`src/rtl/if_id_assembler_pkg.sv`:
```
// Shared pipeline definitions (package pipe_pkg): word/PC widths, immediate class, IF/ID FSM states.
package pipe_pkg;

  localparam int unsigned INST_W = 16;
  localparam int unsigned PC_W   = 32;

  localparam logic [2:0] IMM_CLASS = 3'b110;

  typedef enum logic [1:0] {
    IDLE     = 2'd0,
    WAIT_IMM = 2'd1,
    HOLD     = 2'd2
  } state_e;

  // Opcode words whose top three bits match IMM_CLASS are followed by an immediate word.
  function automatic logic is_two_word(input logic [INST_W-1:0] word);
    return word[INST_W-1 -: 3] == IMM_CLASS;
  endfunction

endpackage

```
`src/rtl/if_id_assembler_if.sv`:
```
// Fetch-to-decode handshake bundle; slave is the assembler, master is the fetch/decode side.
interface if_id_assembler_if;
  import pipe_pkg::*;

  logic [INST_W-1:0] fetch_inst;
  logic [PC_W-1:0]   fetch_pc;
  logic              fetch_valid;
  logic              flush;
  logic              id_stall;
  logic              fetch_stall;
  logic              id_valid;
  logic [INST_W-1:0] id_inst;
  logic [INST_W-1:0] id_imm;
  logic [PC_W-1:0]   id_pc;
  logic              id_two_word;

  modport master (
    output fetch_inst, fetch_pc, fetch_valid, flush, id_stall,
    input  fetch_stall, id_valid, id_inst, id_imm, id_pc, id_two_word
  );

  modport slave (
    input  fetch_inst, fetch_pc, fetch_valid, flush, id_stall,
    output fetch_stall, id_valid, id_inst, id_imm, id_pc, id_two_word
  );

endinterface

```
`src/rtl/if_id_assembler_inst_classifier.sv`:
```
// Combinational opcode classifier: flags opcode words that carry a trailing immediate word.
module inst_classifier
  import pipe_pkg::*;
(
  input  logic [INST_W-1:0] inst_i,
  output logic              two_word_o
);

  assign two_word_o = is_two_word(inst_i);

endmodule

```
`src/rtl/if_id_assembler.sv`:
```
// IF/ID assembler: builds one- and two-word instructions from the fetch stream for decode.
// Define IFID_PERF_EN to add the perf_insts / perf_flushed counters.
module if_id_assembler
  import pipe_pkg::*;
(
  input  logic                 clk,
  input  logic                 reset,
  if_id_assembler_if.slave     bus
`ifdef IFID_PERF_EN
  ,
  output logic [PC_W-1:0]      perf_insts,
  output logic [PC_W-1:0]      perf_flushed
`endif
);

  state_e            state_q, state_d;
  logic              id_valid_q, id_valid_d;
  logic [INST_W-1:0] id_inst_q, id_inst_d;
  logic [INST_W-1:0] id_imm_q, id_imm_d;
  logic [PC_W-1:0]   id_pc_q, id_pc_d;
  logic              id_two_word_q, id_two_word_d;
  logic              opcode_two_word;

  inst_classifier u_classifier (
    .inst_i     (bus.fetch_inst),
    .two_word_o (opcode_two_word)
  );

  always_ff @(posedge clk or posedge reset) begin
    if (reset) begin
      state_q       <= IDLE;
      id_valid_q    <= 1'b0;
      id_inst_q     <= '0;
      id_imm_q      <= '0;
      id_pc_q       <= '0;
      id_two_word_q <= 1'b0;
    end else begin
      state_q       <= state_d;
      id_valid_q    <= id_valid_d;
      id_inst_q     <= id_inst_d;
      id_imm_q      <= id_imm_d;
      id_pc_q       <= id_pc_d;
      id_two_word_q <= id_two_word_d;
    end
  end

  // A word is accepted only when no delivered instruction is being held by decode.
  always_comb begin
    state_d       = state_q;
    id_valid_d    = id_valid_q;
    id_inst_d     = id_inst_q;
    id_imm_d      = id_imm_q;
    id_pc_d       = id_pc_q;
    id_two_word_d = id_two_word_q;

    if (bus.flush) begin
      state_d       = IDLE;
      id_valid_d    = 1'b0;
      id_two_word_d = 1'b0;
    end else begin
      case (state_q)
        IDLE, HOLD: begin
          if (id_valid_q && bus.id_stall) begin
            state_d = HOLD;
          end else begin
            state_d    = IDLE;
            id_valid_d = 1'b0;
            if (bus.fetch_valid) begin
              id_inst_d     = bus.fetch_inst;
              id_pc_d       = bus.fetch_pc;
              id_two_word_d = 1'b0;
              if (opcode_two_word) begin
                state_d = WAIT_IMM;
              end else begin
                id_imm_d   = '0;
                id_valid_d = 1'b1;
              end
            end
          end
        end
        WAIT_IMM: begin
          if (bus.fetch_valid) begin
            id_imm_d      = bus.fetch_inst;
            id_two_word_d = 1'b1;
            id_valid_d    = 1'b1;
            state_d       = IDLE;
          end
        end
        default: state_d = IDLE;
      endcase
    end
  end

  assign bus.fetch_stall = bus.id_stall & id_valid_q;
  assign bus.id_valid    = id_valid_q;
  assign bus.id_inst     = id_inst_q;
  assign bus.id_imm      = id_imm_q;
  assign bus.id_pc       = id_pc_q;
  assign bus.id_two_word = id_two_word_q;

`ifdef IFID_PERF_EN
  logic [PC_W-1:0] perf_insts_q;
  logic [PC_W-1:0] perf_flushed_q;

  // Delivered = taken by decode without a flush; flushed = flush with something in flight.
  always_ff @(posedge clk or posedge reset) begin
    if (reset) begin
      perf_insts_q   <= '0;
      perf_flushed_q <= '0;
    end else begin
      if (!bus.flush && id_valid_q && !bus.id_stall) perf_insts_q <= perf_insts_q + PC_W'(1);
      if (bus.flush && (id_valid_q || state_q == WAIT_IMM))
        perf_flushed_q <= perf_flushed_q + PC_W'(1);
    end
  end

  assign perf_insts   = perf_insts_q;
  assign perf_flushed = perf_flushed_q;
`endif

endmodule

```
`src/flat_wrapper.sv`:
```
// flat-port wrapper written by rule: the top's interface ports become plain ports
module if_id_assembler_flat import pipe_pkg::*;
  (clk, reset, bus_fetch_inst, bus_fetch_pc, bus_fetch_valid, bus_flush, bus_id_stall, bus_fetch_stall, bus_id_valid, bus_id_inst, bus_id_imm, bus_id_pc, bus_id_two_word);
  if_id_assembler_if bus_i ();
  input  logic clk;
  input  logic reset;
  input wire logic [$bits(bus_i.fetch_inst)-1:0] bus_fetch_inst;
  input wire logic [$bits(bus_i.fetch_pc)-1:0] bus_fetch_pc;
  input wire logic [$bits(bus_i.fetch_valid)-1:0] bus_fetch_valid;
  input wire logic [$bits(bus_i.flush)-1:0] bus_flush;
  input wire logic [$bits(bus_i.id_stall)-1:0] bus_id_stall;
  output wire logic [$bits(bus_i.fetch_stall)-1:0] bus_fetch_stall;
  output wire logic [$bits(bus_i.id_valid)-1:0] bus_id_valid;
  output wire logic [$bits(bus_i.id_inst)-1:0] bus_id_inst;
  output wire logic [$bits(bus_i.id_imm)-1:0] bus_id_imm;
  output wire logic [$bits(bus_i.id_pc)-1:0] bus_id_pc;
  output wire logic [$bits(bus_i.id_two_word)-1:0] bus_id_two_word;
  assign bus_i.fetch_inst = bus_fetch_inst;
  assign bus_i.fetch_pc = bus_fetch_pc;
  assign bus_i.fetch_valid = bus_fetch_valid;
  assign bus_i.flush = bus_flush;
  assign bus_i.id_stall = bus_id_stall;
  assign bus_fetch_stall = bus_i.fetch_stall;
  assign bus_id_valid = bus_i.id_valid;
  assign bus_id_inst = bus_i.id_inst;
  assign bus_id_imm = bus_i.id_imm;
  assign bus_id_pc = bus_i.id_pc;
  assign bus_id_two_word = bus_i.id_two_word;
  if_id_assembler u_core (.clk(clk), .reset(reset), .bus(bus_i));
endmodule
```
`config.mk`:
```
export PLATFORM = sky130hd
export DESIGN_NAME = if_id_assembler_flat
export DESIGN_NICKNAME = d
export VERILOG_FILES = /design/src/rtl/if_id_assembler_pkg.sv /design/src/rtl/if_id_assembler_if.sv /design/src/rtl/if_id_assembler_inst_classifier.sv /design/src/rtl/if_id_assembler.sv /design/src/flat_wrapper.sv
export SDC_FILE = /design/constraint.sdc
export NUM_CORES = 1
export LEC_CHECK = 0
export CORE_MARGIN = 5
export CORE_UTILIZATION = 35
export CTS_BUF_LIST = sky130_fd_sc_hd__clkbuf_2
export CTS_CLUSTER_DIAMETER = 60
export DETAILED_ROUTE_END_ITERATION = 8
export PLACE_DENSITY = 0.7
export SYNTH_ARGS = -nofsm -noshare
export SYNTH_HDL_FRONTEND = slang
export SYNTH_HIERARCHICAL = 1
export SYNTH_SLANG_ARGS = --single-unit
```
`constraint.sdc`:
```
create_clock -name clk -period 2.57 [get_ports clk]
set_input_delay 0.257 -clock clk [delete_from_list [all_inputs] [get_ports clk]]
set_output_delay 0.257 -clock clk [all_outputs]
set_load 0.01 [all_outputs]
```
[Word-level counts from Yosys, hierarchy flattened]
Cells that the tools add are included.
Widths: inputs -> output; s select.
Word-level totals
  bits in registers: 68
  input port bits: 53
  output and inout port bits: 67
  word-level logic and storage cells: 49
Cells by class
  eq/ne operators: 10
  multiplexer cells: 21
  bitwise operators: 3
  reduce and logical (&&, ||, !) cells: 9
Operators with widths (count)
  $mux 16: 4
  $pmux 16 s2: 1
  $mux 1: 9
  $ne 3x3->1 const B: 3
  $mux 2: 4
  $ne 2x2->1 const B: 4
  $reduce_and 4->1: 2
  $reduce_and 6->1: 1
  $pmux 1 s2: 2
  $pmux 2 s2: 1
  $eq 3x3->1 const B: 1
  $reduce_and 3->1: 1
  $reduce_bool 3->1: 1
  $eq 2x1->1 const B: 1
  $eq 2x2->1 const B: 1
  $logic_not 2->1: 1
  $not 1->1: 2
  $reduce_bool 2->1: 1
  $reduce_or 2->1: 1
  $and 1x1->1: 1
  $logic_and 1x1->1: 1

[Longest topological paths before layout]
Gate-level depths: netlist (run 1).
  depth after elaboration: 6
  depth in mapped cells: 6
  mapped depth without buffers: 3

[Modules after synthesis]
Netlist (run 1), hierarchy kept.
Modules (own cells, without submodules)
  if_id_assembler: instances 1, cells an instance 195, area an instance 2711.4 um^2, sequential area each 1701.6 um^2
  inst_classifier: instances 1, cells an instance 1, area an instance 8.8 um^2, sequential area each 0.0 um^2

[Worst setup path after synthesis (run 1)]
Ideal clock, no wire load.
  path type: register to register
  start: register u_core.id_valid_q (netlist: u_core/bus.id_valid)
  end: register u_core.id_inst_q[0] (netlist: u_core/bus.id_inst[0])
  setup time: 125 ps
  arrival: 1564 ps
  data required time: 2445 ps
  slack: 881 ps
  stages on the path, launching flop included: 6
  buffers on the path: 2
  period minus slack after synthesis: 1689 ps
  cell sequence: dfrtp_1 a21bo_2 or3_4 buf_6 buf_6 mux2_4
On the way
  cells in the longest elaborated chain, start to end: 3
Ends and longest elaborated chain
  from (decl): line if_id_assembler.sv:17  | logic id_valid_q, id_valid_d;
  from (signal assigned): line if_id_assembler.sv:39  | id_valid_q <= id_valid_d;
  $logic_and 1x1->1: line if_id_assembler.sv:63  | if (id_valid_q && bus.id_stall) begin
  $not 1->1 (no line)
  $reduce_and 4->1 (no line)
  to (signal assigned): line if_id_assembler.sv:40  | id_inst_q <= id_inst_d;
  to (decl): line if_id_assembler.sv:18  | logic [INST_W-1:0] id_inst_q, id_inst_d;
No other way between the ends.
A chain may end at the register's enable or synchronous reset.

[Final worst setup path (run 1)]
  start: register u_core.id_valid_q (netlist: u_core/bus.id_valid)
  end: register u_core.id_pc_q[12] (netlist: u_core/bus.id_pc[12])
On the way
  cells in the longest elaborated chain, start to end: 3
Ends and longest elaborated chain
  $logic_and 1x1->1: line if_id_assembler.sv:63
  $not 1->1 (no line)
  $reduce_and 4->1 (no line)
  to (signal assigned): line if_id_assembler.sv:42  | id_pc_q <= id_pc_d;
  to (decl): line if_id_assembler.sv:20  | logic [PC_W-1:0] id_pc_q, id_pc_d;
No other way between the ends.

==> impl_summary.md, run 1 <==
Clock network
The clock latency reported for the late side of the worst-skew pair is 0.46 ns. TritonCTS built the clock tree. The TritonCTS buffer count is 9. CTS built an H-tree with a depth of 3. The clock transition time at the flip-flop clock pins of the worst setup and hold paths is 0.17 ns. CTS saw 68 sinks.

The buffer count from post-CTS setup fixing is 0. The root cell of the clock tree is sky130_fd_sc_hd__clkbuf_2. The maximum clock insertion buffer count is 2.

The number of gates resized after CTS was 0. Hold repair after CTS inserted 0 buffers.

Layout
The multi-input logic area is 965 um2. The number of antenna cells inserted is 0. The fraction of final layout cells with drive strength greater than 1 is 0.221. Measured on the finished design, the core utilization comes to 0.536. The total non-filler cell area in the finished layout is 4100 um2. The area growth from synthesis to layout is 50.6%. The final layout net count is 371. The fill cell instance count of the final layout is 679.

The number of non-filler instances in the completed layout is 423. The register cell area after layout is 1700 um2.

Setup path
For the worst flop-to-flop path, the logic depth is 3. The maximum fanout encountered on the critical timing path is 48. Across all register-to-register paths, the minimum setup slack is 0.71 ns. Broken down by cell family, the worst path's largest delay share belongs to simple AND/OR/NAND/NOR gates. The critical path is of the flip-flop to flip-flop type. Data on the critical path is required at its endpoint by 2.91 ns. In this run the critical register-to-register path is captured at u_core/bus.id_pc[12].

The critical path goes through a21bo_2 -> or3_4 -> mux2_4. The critical path contains buffers and inverters numbering 0 combined. The origin of the critical flop-to-flop path is u_core/bus.id_valid. The worst setup path is captured at a flip-flop. For this run, the slowest stage of the critical path takes 0.63 ns. The cell with the largest stage delay on the worst path is sky130_fd_sc_hd__or3_4. The kind of launch point of the worst setup path is a flip-flop. The arrival time of data at the critical path endpoint is 2.20 ns.

Detailed routing
The post-route DRC violation count is 0. The number of nets still failing antenna checks after routing is 0. The count of vias placed by the detailed router is 1963. Before antenna repair, the detailed router went through 4 iterations. The initial detailed-routing violation count is 33. The detail-routed via count per cell is 4.64. The overall routed net length is 6.67 mm. The post-detailed-route wirelength per cell is 15.8 um.

Logic synthesis
The most used flip-flop cell after synthesis is sky130_fd_sc_hd__dfrtp_1. For this run, the register share of the synthesized area comes to 0.626. By count the netlist is led by 68 x sky130_fd_sc_hd__dfrtp_1, 35 x sky130_fd_sc_hd__nand2_1, 28 x sky130_fd_sc_hd__mux2_2.

The mean area per synthesized cell is 13.9 um2. The proportion of synthesized flip-flops having asynchronous set or reset is 1.00. The largest area contributor in the synthesized netlist is sky130_fd_sc_hd__dfrtp_1. The number of warnings printed during yosys synthesis is 6.

The number of different library cells used by synthesis comes to 23. The flip-flop and latch count after synthesis is 68. In this run, synthesis inferred 0 flip-flops with an integrated enable. The synthesized netlist cell count is 196. The net count of the mapped netlist is 249. The fraction of post-synthesis cell area in the top cell type by area is 0.626. The post-synth design cell area is 2720 um2. By instance count, the leading cell after synthesis is sky130_fd_sc_hd__dfrtp_1. After synthesis, the cell types taking the most area are sky130_fd_sc_hd__dfrtp_1 63%, sky130_fd_sc_hd__mux2_2 12%, sky130_fd_sc_hd__mux2_4 11%, sky130_fd_sc_hd__nand2_1 4.8%, sky130_fd_sc_hd__o21ai_0 3.1%.

Power and ir drop
The total power draw is 2.48 mW. The largest voltage drop on the vdd net is 0.000329 V. The total power density per cell area is 606 nW/um2. The analysis attributes to cell leakage a power of 1.77 nW.

Timing
The worst-margin pin slew is 0.746 ns. Setup violations remaining at the end of the flow were counted as 0. The maximum clock frequency is 537 MHz. The number of hold violations in the final report is 0.

Setup slack on the critical path of the routed design comes to 0.709 ns. The worst path in the final design needs a cycle of 1.86 ns, including I/O delays and setup. For the final database, setup skew stands at 0.0215 ns. In this run the tightest slew margin relative to its limit is 0.502. Setup repair after global routing left no endpoint under its margin. The post-route setup TNS is 0 ns.

The share of the cycle needed by the critical path after routing is 0.724. Hold timing on the final database bottoms out at a slack of 0.160 ns. The number of pins with negative max-slew slack in the final report is 0.

Place
The total of buffers placed on input and output ports is 119. The worst-case setup slack after placement is 0.313 ns. Once placement finished, the instance area stood at 4030 um2. The congestion estimate from routability-driven global placement came to 0.795.

In this run, placement finished with an instance count of 409. After legalization and detailed placement, the total HPWL measured 4.74 mm.

Floorplan
For this design the top-level I/O count stands at 120. The placeable core area is 7650 um2. The die boundary height is 98.2 um. The number of placement rows is 32. The area of the die is 9630 um2. The initial utilization of the core area, before any placement, comes to 0.356. The die width is 98.2 um.

Global route
The residual overflow from global routing is 0. Entering global routing, the biggest net connects 49 pins. The first global-routing pass estimated 11.2 mm of wire. The number of global-route vias before repair is 2167.

The overall track demand over capacity in global routing is 0.146. The initial antenna violation count is 0.

Status
The run finished with clean final reports.

Worst hold path
The path class of the lowest-slack min-delay path is input pin to async pin.

Flow run
Max-cap violations in this run came to 0.
## area by class of cell
class	instances	area share
flip-flops and latches	68	0.415
repair buffers	122	0.299
multi-input cells	115	0.235
well taps	102	0.0312
clock buffers	10	0.0122
clock inverters	4	0.00458
inverters	2	0.00183
## cell usage in the layout, fill, tap and decap left out
cell | netlist | routed
sky130_fd_sc_hd__or3_4 | 1 | 1
sky130_fd_sc_hd__nor2_1 | 1 | 1
sky130_fd_sc_hd__and3b_1 | 1 | 1
sky130_fd_sc_hd__inv_2 | 0 | 1
sky130_fd_sc_hd__mux2_4 | 20 | 20
sky130_fd_sc_hd__o21ai_1 | 1 | 1
sky130_fd_sc_hd__a31oi_1 | 1 | 1
sky130_fd_sc_hd__a21bo_2 | 1 | 1
sky130_fd_sc_hd__nand2_1 | 35 | 35
sky130_fd_sc_hd__nor3_1 | 1 | 1
sky130_fd_sc_hd__a21oi_1 | 2 | 2
sky130_fd_sc_hd__buf_12 | 0 | 1
sky130_fd_sc_hd__nor2b_1 | 1 | 1
sky130_fd_sc_hd__o21ai_0 | 17 | 17
sky130_fd_sc_hd__buf_4 | 0 | 2
sky130_fd_sc_hd__nor4bb_4 | 0 | 1
sky130_fd_sc_hd__or3b_2 | 2 | 2
sky130_fd_sc_hd__clkinv_2 | 0 | 3
sky130_fd_sc_hd__inv_1 | 2 | 1
sky130_fd_sc_hd__dfrtp_1 | 68 | 68
sky130_fd_sc_hd__mux2_2 | 28 | 28
sky130_fd_sc_hd__nor4_2 | 0 | 1
sky130_fd_sc_hd__clkdlybuf4s50_1 | 0 | 119
sky130_fd_sc_hd__clkbuf_2 | 1 | 10
sky130_fd_sc_hd__or4bb_1 | 1 | 1
sky130_fd_sc_hd__clkinv_1 | 0 | 1
## report_power, final
part	total (mW)	switching (mW)	internal, mW
Sequential	1.30	0.0815	1.22
Clock	0.465	0.351	0.114
Combinational	0.720	0.244	0.476
## worst reg2reg max path, delay by kind of cell (launching register included)
family	cells	cell delay [ns]
mux	1	0.42
compound gates	1	0.25
simple gates	1	0.63
flops	1	0.44
## per-layer routing
metal / routed length (um) / track usage / share of wire
met5: 0 / 0 / 0
met4: 87 / 0.0473 / 0.013
met3: 643 / 0.0643 / 0.096
met2: 2990 / 0.224 / 0.45
met1: 2950 / 0.186 / 0.44
## worst max-delay path by stage
stage	slack, ns	startpoint	depth (start not counted)	endpoint
floorplan	0.60	reset	1	u_core/bus.id_imm[0]
global placement	0.35	bus_fetch_valid	4	u_core/bus.id_pc[7]
detailed placement	0.31	bus_fetch_valid	4	u_core/bus.id_pc[12]
CTS	0.69	u_core/bus.id_valid	3	bus_fetch_stall
global route	0.59	u_core/bus.id_valid	3	bus_fetch_stall
finish	0.71	u_core/bus.id_valid	3	u_core/bus.id_pc[12]
## flip-flops by register name (all words and copies together) (netlist names)
register,count
u_core/bus.id_imm,16
u_core/bus.id_inst,16
u_core/bus.id_pc,32
u_core/bus.id_two_word,1
u_core/bus.id_valid,1
u_core/state_q,2
## logic make-up (layout without fill, tap and decap cells)
kind of cell,count (synthesis),in the layout,synth area share
flops,68,68,0.626
simple gates,45,45,0.0777
buf+inv,13,138,0.0276
mux,48,48,0.226
compound gates,22,22,0.0428
(Power assumes the default switching activity.)
==> run 2, diff against run 1 <==
--- a/config.mk
+++ b/config.mk
@@ -10,7 +10,7 @@
 export CTS_BUF_LIST = sky130_fd_sc_hd__clkbuf_2
 export CTS_CLUSTER_DIAMETER = 60
 export DETAILED_ROUTE_END_ITERATION = 8
-export PLACE_DENSITY = 0.7
+export PLACE_DENSITY = 0.72
 export SYNTH_ARGS = -nofsm -noshare
 export SYNTH_HDL_FRONTEND = slang
 export SYNTH_HIERARCHICAL = 1
==> constraint.sdc (replaced) <==
create_clock -name clk -period 1.7 [get_ports clk]
set_input_delay 0.17 -clock clk [delete_from_list [all_inputs] [get_ports clk]]
set_output_delay 0.17 -clock clk [all_outputs]
set_load 0.01 [all_outputs]
==> run 2 against run 1 <==
Effect of this change: maximum frequency rose by 15%; clock power is 82% higher; hold slack worse by 0.093 ns; via count is 2.5% higher; core utilization is 3.1 points higher; routed wire length rose by 3.0%; critical endpoint is now u_core/bus.id_pc[8]; largest power group unchanged.
==> impl_summary.md, run 2 (synthesis results as in run 1) <==
Power and ir drop
The total power density per cell area is 912 nW/um2 (+50%). The largest voltage drop on the vdd net is 0.000453 V (+38%). The static leakage is 2.08 nW (+18%).

Layout
The final layout net count is 391 (+5.4%). The most common cell after layout, fill and taps aside is sky130_fd_sc_hd__clkdlybuf4s50_1. The area growth from synthesis to layout is 59.4%.

The total non-filler cell area in the finished layout came to 4340 um2 (+5.8%). The number of antenna cells inserted is 0 (unchanged). The fraction of final layout cells with drive strength greater than 1 is 0.267 (+0.0457).

The number of flip-flops in the largest register was 32 (unchanged). In the layout the commonest cells are 103 x sky130_fd_sc_hd__clkdlybuf4s50_1, 68 x sky130_fd_sc_hd__dfrtp_1, 34 x sky130_fd_sc_hd__nand2_1. The final core area utilization is 0.567 (+0.0313).

Global route
After global routing, the most crowded layer is met2. The number of global-route vias before repair is 2180 (+0.60%). The initial antenna violation count is 0 (unchanged). The wire length of the first global-routing pass is 11.1 mm (-1.5%).

The met2 track demand over resource in global routing was 0.211 (-0.0131). The residual overflow from global routing is 0 (unchanged). The met1 capacity usage during global routing is 0.186 (-0.000256). The pin count of the biggest net entering global routing is 38 (-22%). The met3 layer usage reported by global route is 0.0679 (+0.00357). The overall track demand over capacity in global routing is 0.145 (-0.000668).

Timing
The final number of setup-violating endpoints is 0 (unchanged). The share of the cycle needed by the critical path after routing was 0.954 (+0.230). The relative slew slack was 0.741 (+0.239). The number of pins with negative max-slew slack in the final report is 0 (unchanged). The maximum clock frequency came to 616 MHz (+15%). The final worst setup slack is 0.0778 ns (-0.631 ns). The minimum clock period is 1.62 ns (-0.239 ns). The worst setup skew after layout came to 0.0226 ns (+0.00107 ns). The worst-margin pin slew is 0.388 ns (-0.358 ns). The number of hold violations in the final report is 0 (unchanged).

Setup path
The arrival time of data at the critical path endpoint is 1.99 ns (-0.21 ns). The startpoint identified for the worst register-to-register timing path is u_core/bus.id_valid. The critical setup path kind is flip-flop to flip-flop. The worst setup path is launched from a flip-flop. The endpoint of the lowest-slack register-to-register path is u_core/bus.id_pc[8]. The maximum fanout encountered on the critical timing path is 21 (-56%). STA classifies the critical path endpoint as a flip-flop. The worst-case register-to-register setup slack is 0.08 ns (-0.63 ns). The endpoint required time on the critical path is 2.07 ns (-0.84 ns). The depth of the most critical reg-to-reg path is 4 (+1).

Floorplan
The placeable core area is 7650 um2 (unchanged). The number of placement rows is 32 (unchanged). The die boundary height is 98.2 um (unchanged). The starting utilization of the core area is 0.356 (unchanged). The number of placed I/O pins was 120 (unchanged). The die width is 98.2 um (unchanged). The area of the die is 9630 um2 (unchanged).

Place
The instance area after placement is 4150 um2 (+3.0%). The worst-case setup slack after placement is -0.166 ns (-0.479 ns). The total of buffers placed on input and output ports is 119 (unchanged). The final weighted congestion in routability-driven placement is 0.764 (-3.8%). The final HPWL from detailed placement is 5.04 mm (+6.2%).

Clock network
The clock latency reported for the late side of the worst-skew pair was 0.48 ns (+0.02 ns). The root cell of the clock tree is sky130_fd_sc_hd__clkbuf_2. The clock transition time at the flip-flop clock pins of the worst setup and hold paths is 0.18 ns (about the same). The maximum clock insertion buffer count is 2 (unchanged). TritonCTS built the clock tree. The total number of clock tree sinks is 68 (unchanged).

The number of H-tree levels was 3 (unchanged). The number of hold buffers added after CTS was 0 (unchanged). The TritonCTS buffer count was 9 (unchanged).

Detailed routing
The detail-routed via count per cell is 4.54 (-2.1%). The post-detailed-route wirelength per cell is 15.5 um (-1.6%). The initial detailed-routing violation count came to 27 (-18%). The number of optimization iterations in the first detailed-route pass is 4 (unchanged). The number of nets still failing antenna checks after routing is 0 (unchanged). The post-route DRC violation count is 0 (unchanged). The count of vias placed by the detailed router was 2012 (+2.5%). The overall routed net length is 6.87 mm (+3.0%).

Worst hold path
The path class of the lowest-slack min-delay path is input pin to async pin.

Status
The run finished with clean final reports.

Flow run
The number of maximum-capacitance violations is 0 (unchanged).
run 2: where the power goes:
group | switching (mW) | internal (mW)
Clock | 0.528 | 0.320
Combinational | 0.385 | 0.768
Sequential | 0.115 | 1.84
Total | 1.03 | 2.93
run 2: area by class of cell:
| type | instances | area [um2] |
|---|---|---|
| Clock inverter | 4 | 42.5 |
| Sequential cell | 68 | 1700 |
| Timing Repair Buffer | 142 | 1440 |
| Tap cell | 102 | 128 |
| Inverter | 2 | 11.3 |
| Clock buffer | 10 | 50.0 |
| Multi-Input combinational cell | 115 | 967 |
| Fill cell | 654 | 3310 |
run 2: stage by stage:
stage / instances / power, mW / TNS, ns / hold WS [ns]
after floorplan: 196 / 2.43 / 0 / 0.233
after global placement: 421 / 3.10 / -6.62 / 0.486
after detailed placement: 421 / 3.12 / -7.34 / 0.493
after CTS: 435 / 3.98 / 0 / 0.0432
after global routing: 443 / 4.19 / -0.0111 / 0.0151
final: 443 / 3.95 / 0 / 0.0673
run 2: worst max path at each step:
stage               cells past startpoint                     to  slack, ns                 from
CTS                                     4        bus_fetch_stall       0.03  u_core/bus.id_valid
finish                                  4    u_core/bus.id_pc[8]       0.08  u_core/bus.id_valid
global route                            1           bus_id_pc[2]     -0.009  u_core/bus.id_pc[2]
global placement                        5   u_core/bus.id_pc[14]      -0.15      bus_fetch_valid
detailed placement                      5    u_core/bus.id_pc[6]      -0.17      bus_fetch_valid
floorplan                               5  u_core/bus.id_inst[0]       0.01  u_core/bus.id_valid
run 2: routing by layer:
layer	vias up	part of all wire
met5	-	0
met3	11	0.099
met4	0	0.015
li1	952	-
met2	87	0.45
met1	962	0.43
run 2: repair_timing:
item | CTS | global route
resized for setup | 2 | 16
setup endpoints to repair | 2 | 23
setup buffers | 0 | 8
run 2: critical path: stages (launching register included):
cell	delay (ns)
sky130_fd_sc_hd__dfrtp_1	0.42
sky130_fd_sc_hd__a21bo_2	0.23
sky130_fd_sc_hd__or3_4	0.36
sky130_fd_sc_hd__buf_12	0.18
sky130_fd_sc_hd__mux2_4	0.31
==> run 3, diff against run 2 <==
--- a/config.mk
+++ b/config.mk
@@ -5,6 +5,7 @@
 export SDC_FILE = /design/constraint.sdc
 export NUM_CORES = 1
 export LEC_CHECK = 0
+export ABC_CLOCK_PERIOD_IN_PS = 1700
 export CORE_MARGIN = 5
 export CORE_UTILIZATION = 35
 export CTS_BUF_LIST = sky130_fd_sc_hd__clkbuf_2
==> results of run 3 <==
The final DEF is identical to that of run 2; final timing and power are the same.
